[config.mk]
export PLATFORM = sky130hd
export DESIGN_NAME = micro_decode_stage
export DESIGN_NICKNAME = d
export VERILOG_FILES = /design/src/rtl/micro_decode_pkg.sv /design/src/rtl/micro_lut.sv /design/src/rtl/micro_decode_stage.sv
export SDC_FILE = /design/constraint.sdc
export NUM_CORES = 1
export LEC_CHECK = 0
export BUFFER_PORTS_ARGS = -buffer_cell sky130_fd_sc_hd__buf_2
export CAP_MARGIN = 25
export CORE_MARGIN = 5
export CORE_UTILIZATION = 42
export DETAILED_ROUTE_END_ITERATION = 16
export PLACE_DENSITY_LB_ADDON = 0.1
export SYNTH_ARGS = -nofsm -noshare
export SYNTH_HDL_FRONTEND = slang
export SYNTH_SLANG_ARGS = --single-unit
[constraint.sdc]
create_clock -name clk -period 1.9 [get_ports clk]
set_input_delay 0.19 -clock clk [delete_from_list [all_inputs] [get_ports clk]]
set_output_delay 0.19 -clock clk [all_outputs]
set_load 0.01 [all_outputs]
[src/rtl/micro_decode_pkg.sv]
// micro_decode_pkg
// Shared types and constants for the micro-command decode stage:
//   - table geometry (PATTERN_LEN, MICRO_LEN, INST_NR)
//   - micro-command field codes (REGEN/PCJEN/PCREN, MWEN_*, MREN_*, IMM_TYPE_*)
//   - micro_cmd_t, lut_entry_t and the constant DECODE_TABLE
// No ports; imported by micro_lut and micro_decode_stage.
package micro_decode_pkg;

    localparam int unsigned PATTERN_LEN = 8;
    localparam int unsigned MICRO_LEN   = 10;
    localparam int unsigned INST_NR     = 9;

    // Single-bit enables
    localparam logic REGEN = 1'b1;
    localparam logic PCJEN = 1'b1;
    localparam logic PCREN = 1'b1;

    // Memory write enable codes
    localparam logic [1:0] MWEN_NONE = 2'b00;
    localparam logic [1:0] MWEN_WORD = 2'b11;

    // Memory read enable codes
    localparam logic [1:0] MREN_NONE = 2'b00;
    localparam logic [1:0] MREN_BYTE = 2'b01;
    localparam logic [1:0] MREN_HALF = 2'b10;
    localparam logic [1:0] MREN_WORD = 2'b11;

    // Immediate format codes
    localparam logic [2:0] IMM_TYPE_NONE = 3'b000;
    localparam logic [2:0] IMM_TYPE_I    = 3'b001;
    localparam logic [2:0] IMM_TYPE_S    = 3'b010;
    localparam logic [2:0] IMM_TYPE_U    = 3'b110;
    localparam logic [2:0] IMM_TYPE_J    = 3'b111;

    // Key is {funct3, opcode[6:2]}; MASK_OP ignores funct3
    localparam logic [PATTERN_LEN-1:0] MASK_OP    = 8'b000_11111;
    localparam logic [PATTERN_LEN-1:0] MASK_EXACT = 8'b111_11111;

    typedef struct packed {
        logic       regen;
        logic       pcjen;
        logic       pcren;
        logic [1:0] mwen;
        logic [1:0] mren;
        logic [2:0] imm_type;
    } micro_cmd_t;

    typedef struct packed {
        logic [PATTERN_LEN-1:0] pattern;
        logic [PATTERN_LEN-1:0] mask;
        micro_cmd_t             micro;
    } lut_entry_t;

    function automatic lut_entry_t mk_entry(
        input logic [PATTERN_LEN-1:0] pattern,
        input logic [PATTERN_LEN-1:0] mask,
        input logic                   regen,
        input logic                   pcjen,
        input logic                   pcren,
        input logic [1:0]             mwen,
        input logic [1:0]             mren,
        input logic [2:0]             imm_type
    );
        lut_entry_t e;
        e.pattern        = pattern;
        e.mask           = mask;
        e.micro.regen    = regen;
        e.micro.pcjen    = pcjen;
        e.micro.pcren    = pcren;
        e.micro.mwen     = mwen;
        e.micro.mren     = mren;
        e.micro.imm_type = imm_type;
        return e;
    endfunction

    localparam lut_entry_t DECODE_TABLE [INST_NR] = '{
        // AUIPC
        mk_entry(8'b000_00101, MASK_OP, REGEN, 1'b0, PCREN, MWEN_NONE, MREN_NONE,
                 IMM_TYPE_U),
        // JAL
        mk_entry(8'b000_11011, MASK_OP, REGEN, PCJEN, PCREN, MWEN_NONE, MREN_NONE,
                 IMM_TYPE_J),
        // JALR
        mk_entry(8'b000_11001, MASK_OP, REGEN, PCJEN, 1'b0, MWEN_NONE, MREN_NONE,
                 IMM_TYPE_I),
        // LB
        mk_entry(8'b000_00000, MASK_EXACT, REGEN, 1'b0, 1'b0, MWEN_NONE, MREN_BYTE,
                 IMM_TYPE_I),
        // LH
        mk_entry(8'b001_00000, MASK_EXACT, REGEN, 1'b0, 1'b0, MWEN_NONE, MREN_HALF,
                 IMM_TYPE_I),
        // LW
        mk_entry(8'b010_00000, MASK_EXACT, REGEN, 1'b0, 1'b0, MWEN_NONE, MREN_WORD,
                 IMM_TYPE_I),
        // SW
        mk_entry(8'b010_01000, MASK_EXACT, 1'b0, 1'b0, 1'b0, MWEN_WORD, MREN_NONE,
                 IMM_TYPE_S),
        // ADDI
        mk_entry(8'b000_00100, MASK_EXACT, REGEN, 1'b0, 1'b0, MWEN_NONE, MREN_NONE,
                 IMM_TYPE_I),
        // EBREAK
        mk_entry(8'b000_11100, MASK_EXACT, 1'b0, 1'b0, 1'b0, MWEN_NONE, MREN_NONE,
                 IMM_TYPE_NONE)
    };

endpackage

[src/rtl/micro_lut.sv]
// micro_lut
// Purely combinational pattern/mask matcher over DECODE_TABLE.
// Ports:
//   i_key   in  PATTERN_LEN  {funct3, opcode[6:2]}
//   o_hit   out 1            some table entry matches
//   o_micro out micro_cmd_t  micro command of the lowest matching entry (0 on miss)
module micro_lut
    import micro_decode_pkg::*;
(
    input  logic [PATTERN_LEN-1:0] i_key,
    output logic                   o_hit,
    output micro_cmd_t             o_micro
);

    // Scan from the top down so the lowest matching index is the last writer.
    always_comb begin
        o_hit   = 1'b0;
        o_micro = '0;
        for (int i = INST_NR - 1; i >= 0; i--) begin
            if ((i_key & DECODE_TABLE[i].mask) ==
                (DECODE_TABLE[i].pattern & DECODE_TABLE[i].mask)) begin
                o_hit   = 1'b1;
                o_micro = DECODE_TABLE[i].micro;
            end
        end
    end

endmodule

[src/rtl/micro_decode_stage.sv]
// micro_decode_stage
// Registered, valid/ready decode stage between IFU and EXU. Decodes one instruction per
// transfer into a micro command held in a one-entry output register. Unmatched encodings
// raise a sticky illegal trap, capture instruction/PC and halt intake until rst.
// Optional feature: define MICRO_DECODE_PERF_EN to build the performance counters;
// otherwise perf_decoded/perf_stall are tied to 0.
// Ports:
//   clk, rst                  clock, synchronous active-high reset
//   in_valid/in_ready         input handshake; in_inst, in_pc instruction and its PC
//   flush                     discard held output, block intake this cycle
//   out_valid/out_ready       output handshake; out_micro, out_inst, out_pc payload
//   illegal                   sticky trap flag; illegal_inst/illegal_pc captured word/PC
//   halted                    stage is in HALT
//   perf_decoded, perf_stall  hit-transfer and stall-cycle counters
module micro_decode_stage
    import micro_decode_pkg::*;
#(
    parameter int unsigned INST_W = 32,
    parameter int unsigned CNT_W  = 32
) (
    input  logic                 clk,
    input  logic                 rst,
    input  logic                 in_valid,
    output logic                 in_ready,
    input  logic [INST_W-1:0]    in_inst,
    input  logic [INST_W-1:0]    in_pc,
    input  logic                 flush,
    output logic                 out_valid,
    input  logic                 out_ready,
    output logic [MICRO_LEN-1:0] out_micro,
    output logic [INST_W-1:0]    out_inst,
    output logic [INST_W-1:0]    out_pc,
    output logic                 illegal,
    output logic [INST_W-1:0]    illegal_inst,
    output logic [INST_W-1:0]    illegal_pc,
    output logic                 halted,
    output logic [CNT_W-1:0]     perf_decoded,
    output logic [CNT_W-1:0]     perf_stall
);

    typedef enum logic {StRun, StHalt} state_e;

    state_e             r_state;
    state_e             w_state_d;
    logic               r_out_valid;
    micro_cmd_t         r_out_micro;
    logic [INST_W-1:0]  r_out_inst;
    logic [INST_W-1:0]  r_out_pc;
    logic               r_illegal;
    logic [INST_W-1:0]  r_illegal_inst;
    logic [INST_W-1:0]  r_illegal_pc;

    logic               w_lut_hit;
    micro_cmd_t         w_lut_micro;
    logic               w_hit;
    logic               w_accept;
    logic               w_accept_hit;
    logic               w_accept_miss;

    micro_lut u_lut (
        .i_key   ({in_inst[14:12], in_inst[6:2]}),
        .o_hit   (w_lut_hit),
        .o_micro (w_lut_micro)
    );

    // Only 32-bit encodings (bits[1:0] == 2'b11) may hit.
    assign w_hit         = w_lut_hit && (in_inst[1:0] == 2'b11);
    assign in_ready      = (r_state == StRun) && !flush && (!r_out_valid || out_ready);
    assign w_accept      = in_valid && in_ready;
    assign w_accept_hit  = w_accept && w_hit;
    assign w_accept_miss = w_accept && !w_hit;

    always_comb begin
        w_state_d = r_state;
        unique case (r_state)
            StRun:   if (w_accept_miss) w_state_d = StHalt;
            StHalt:  w_state_d = StHalt;
            default: w_state_d = StRun;
        endcase
    end

    always_ff @(posedge clk) begin
        if (rst) begin
            r_state <= StRun;
        end else begin
            r_state <= w_state_d;
        end
    end

    // Output register: flush wins, then a new hit, then drain.
    always_ff @(posedge clk) begin
        if (rst) begin
            r_out_valid <= 1'b0;
            r_out_micro <= '0;
            r_out_inst  <= '0;
            r_out_pc    <= '0;
        end else begin
            if (flush) begin
                r_out_valid <= 1'b0;
            end else if (w_accept_hit) begin
                r_out_valid <= 1'b1;
            end else if (out_ready) begin
                r_out_valid <= 1'b0;
            end
            if (w_accept_hit) begin
                r_out_micro <= w_lut_micro;
                r_out_inst  <= in_inst;
                r_out_pc    <= in_pc;
            end
        end
    end

    // Trap capture; frozen after the first illegal instruction.
    always_ff @(posedge clk) begin
        if (rst) begin
            r_illegal      <= 1'b0;
            r_illegal_inst <= '0;
            r_illegal_pc   <= '0;
        end else if (w_accept_miss && !r_illegal) begin
            r_illegal      <= 1'b1;
            r_illegal_inst <= in_inst;
            r_illegal_pc   <= in_pc;
        end
    end

`ifdef MICRO_DECODE_PERF_EN
    logic [CNT_W-1:0] r_perf_decoded;
    logic [CNT_W-1:0] r_perf_stall;

    always_ff @(posedge clk) begin
        if (rst) begin
            r_perf_decoded <= '0;
            r_perf_stall   <= '0;
        end else begin
            if (w_accept_hit) begin
                r_perf_decoded <= r_perf_decoded + 1'b1;
            end
            if (in_valid && !in_ready && (r_state == StRun)) begin
                r_perf_stall <= r_perf_stall + 1'b1;
            end
        end
    end

    assign perf_decoded = r_perf_decoded;
    assign perf_stall   = r_perf_stall;
`else
    assign perf_decoded = '0;
    assign perf_stall   = '0;
`endif

    assign out_valid    = r_out_valid;
    assign out_micro    = r_out_micro;
    assign out_inst     = r_out_inst;
    assign out_pc       = r_out_pc;
    assign illegal      = r_illegal;
    assign illegal_inst = r_illegal_inst;
    assign illegal_pc   = r_illegal_pc;
    assign halted       = (r_state == StHalt);

endmodule

==> results.yml <==
run_status:
  run_status: "finished clean"
setup_path:
  rr_endpoint: "out_pc[11]$_SDFFE_PP0P_"
  crit_family: "buffers and inverters"
  cp.arrival_ns: 2.07
  cp-end-kind: "flip-flop"
  r2r_start: "halted$_SDFF_PP0_"
  r2r_slack_ns: 0.29
  cp_common_cell: "buf_12"
  reg2reg_depth: 7
  startpoint_type: "input pin"
  path_buf_inv: 4
  cp_num_cells: 9
  path_cells: "dlygate4sd3_1 > buf_2 > nor2_1 > and4_2 > o31a_2 > buf_12 > buf_12 > nand2_1 > a21oi_1"
  cp.required_ns: 2.23
  slowest_delay_ns: 0.56
  cp_max_fo: 13
  slowest_stage: "dlygate4sd3_1"
  crit_type: "input pin to flip-flop"
layout:
  fill_cells: 1338
  area_delta_synth_final_pct: 29.67
  finish.net_count: 974
  final_util: 0.5521
  drive_above_1_share: 0.3072
  antenna_cells: 0
timing:
  drv_slew: 0
  fmax_mhz: 575.1
  hold_ws_ns: 0.02538
  rsz0062_at_grt: "false"
  worst_slack_ns: 0.1612
  fin_worst_skew_ns: 0.004382
  setup_viol: 0
  min_period_ns: 1.739
  min_period_over_period: 0.9152
  hold_violations: 0
grt:
  globalRouteOverflowTotal: 0
  first_global_vias: 4990
  grt_pass1_wl_um: 25900
  antenna_found_initial: 0
  grt_max_degree: 61
  grt.total_usage: 0.1976
run:
  drv_cap: 0
clock_network:
  h-tree-depth: 4
  clockBufferDepth: 2
  cts_inserted_buffers: 17
  clock-sinks: 139
  clk_pin_slew_worst_paths_ns: 0.06
  cts_tree: "built"
  clk_latency_ns: 0.41
  root_buffer: "clkbuf_16"
die:
  die_h_um: 128.4
  io_pins: 275
  die_x_um: 128.4
  row_count: 43
  dieArea_um2: 16480
  core_um2: 13830
  initial_core_util: 0.4258
synthesis:
  synthTopCellsByArea: "dfxtp_1, a21oi_1, buf_4"
  synth-async-reset-ratio: 0
  yosysUniqueCellTypes: 36
  synth.top_cell.area_share: 0.4727
  synth.avg_cell_area_um2: 8.362
  syn_inst: 704
  yosys_warnings: 0
  yosys_register_bits: 139
  synth_area_um2: 5887
  synth.yosys.seq_area_share: 0.4727
  synth_flop_cell: "dfxtp_1"
  synth_enable_flop_cells: 0
  synth_top_cell_by_area: "dfxtp_1"
detailed_routing:
  route.antenna.remaining_nets: 0
  totalWireLength_um: 16900
  wire_per_inst_um: 15.39
  num_vias: 5423
  dr.pass1.iters: 5
  drtIter0Drc: 313
  drcViolationCount: 0
  routed_via_density: 4.939
place:
  dpl.hpwl_um: 12220
  port_buffers: 210
  gp_congestion: 0.7920
  dpl_worst_slack_ns: -0.05609
hold_path:
  min_to: "out_pc[31]$_SDFFE_PP0P_"
  min_path_type: "input pin to flip-flop"
  whs_path_depth: 3
  hp-start: "in_pc[31]"
power_and_ir_drop:
  power.density_nw_per_um2: 927.4
  power_leakage_nw: 3.304
  peakVddDrop_mv: 0.5458
## cell usage after synthesis, drive strengths merged (4+ instances only)
cell    number
buf         92
nand2      127
nand3        5
dfxtp      139
a21oi      132
clkbuf      32
nor2        12
nand3b      66
o31ai        4
o21ai       68
## cell type report
class | instances | area (µm²) | area share
inverter | 2 | 7.507 | 0.0009834
multi-input combinational | 502 | 2555 | 0.3347
sequential | 139 | 2783 | 0.3645
tap | 180 | 225.2 | 0.02950
clock buffer | 20 | 446.7 | 0.05851
timing repair buffer | 243 | 1445 | 0.1893
clock inverter | 12 | 171.4 | 0.02246
## repair_timing
item | in CTS | in global routing
endpoints found under the setup margin | 0 | 22
setup buffers | 0 | 0
resized for setup | 0 | 2
endpoints found under the hold margin | 1 | 0
hold buffers | 1 | 0
## stage by stage
| stage | power [mW] | std cells | TNS, ns | instance area, µm² |
|---|---|---|---|---|
| after CTS | 7.157 | 1098 | 0 | 7629 |
| after floorplan | 3.504 | 767 | 0 | 6123 |
| final | 7.079 | 1098 | 0 | 7634 |
| after global routing | 7.369 | 1098 | 0 | 7634 |
| after detailed placement | 3.692 | 1065 | -1.002 | 7000 |
| after global placement | 3.682 | 1065 | -0.2984 | 7000 |
## layout by cell type (no fill, tap or decap), types with 2 or more instances in the layout
master and n:
buf_2 209, dfxtp_1 139, a21oi_1 132, nand2_1 127
nand3b_1 66, conb_1 64, o21ai_0 39, o21ai_1 29
buf_4 21, clkbuf_16 17, nor2_1 11, buf_12 11
nand3_1 4, clkinv_2 4, bufinv_16 4, clkinvlp_4 3
and2_1 2, nand4b_1 2, o31ai_4 2, and3_1 2
inv_1 2, o31ai_1 2, a211oi_1 2, or2_2 2
clkbuf_1 2
## flip-flops by register name (all words and copies together), names as in the netlist
register	count
illegal_inst	32
illegal_pc	32
out_inst	32
out_pc	32
out_micro	8
halted	1
illegal	1
out_valid	1
## worst max-delay path by stage
| stage | to | slack, ns | startpoint |
|---|---|---|---|
| after floorplan | illegal_inst[15]$_SDFFE_PP0P_ | 0.06 | in_inst[2] |
| after global placement | out_pc[7]$_SDFFE_PP0P_ | -0.03 | in_inst[2] |
| after detailed placement | out_micro[3]$_SDFFE_PP0P_ | -0.06 | in_inst[2] |
| after CTS | out_inst[11]$_SDFFE_PP0P_ | 0.14 | flush |
| after global routing | out_pc[4]$_SDFFE_PP0P_ | 0.01 | flush |
| final | out_pc[11]$_SDFFE_PP0P_ | 0.16 | flush |
## logic make-up after synthesis
group	count (synthesis)	share of synthesized area
and+or+nand+nor	224	0.1945
AOI/OAI and AO/OA	211	0.1902
DFF	139	0.4727
buffers and inverters	126	0.1371
adders and majority gates	1	0.001700
other	1	0.0006370
xor gates and xnor gates	1	0.001488
muxes	1	0.001700
## per-layer routing
layer  global-route usage  routed length [µm]  vias to the layer above
li1                     -                   -                     2667
met1               0.2372                6871                     2540
met5                    0                   0                        -
met3              0.06144                1321                       23
met2               0.3340                8406                      193
met4              0.07116                 300                        0
## tightest hold or removal path, delay by kind of cell
| family | cells | cell delay (ns) |
|---|---|---|
| compound gates | 1 | 0.05 |
| buf+inv | 1 | 0.10 |
| simple gates | 1 | 0.05 |
## where the power goes
part	leakage, nW	switching, mW	internal [mW]
sequential	1.13	0.0373	2.99
clock	0.296	1.22	2.22
combinational	1.88	0.383	0.222
total	3.30	1.64	5.43
Note: power is estimated with default switching activity, not from simulation.
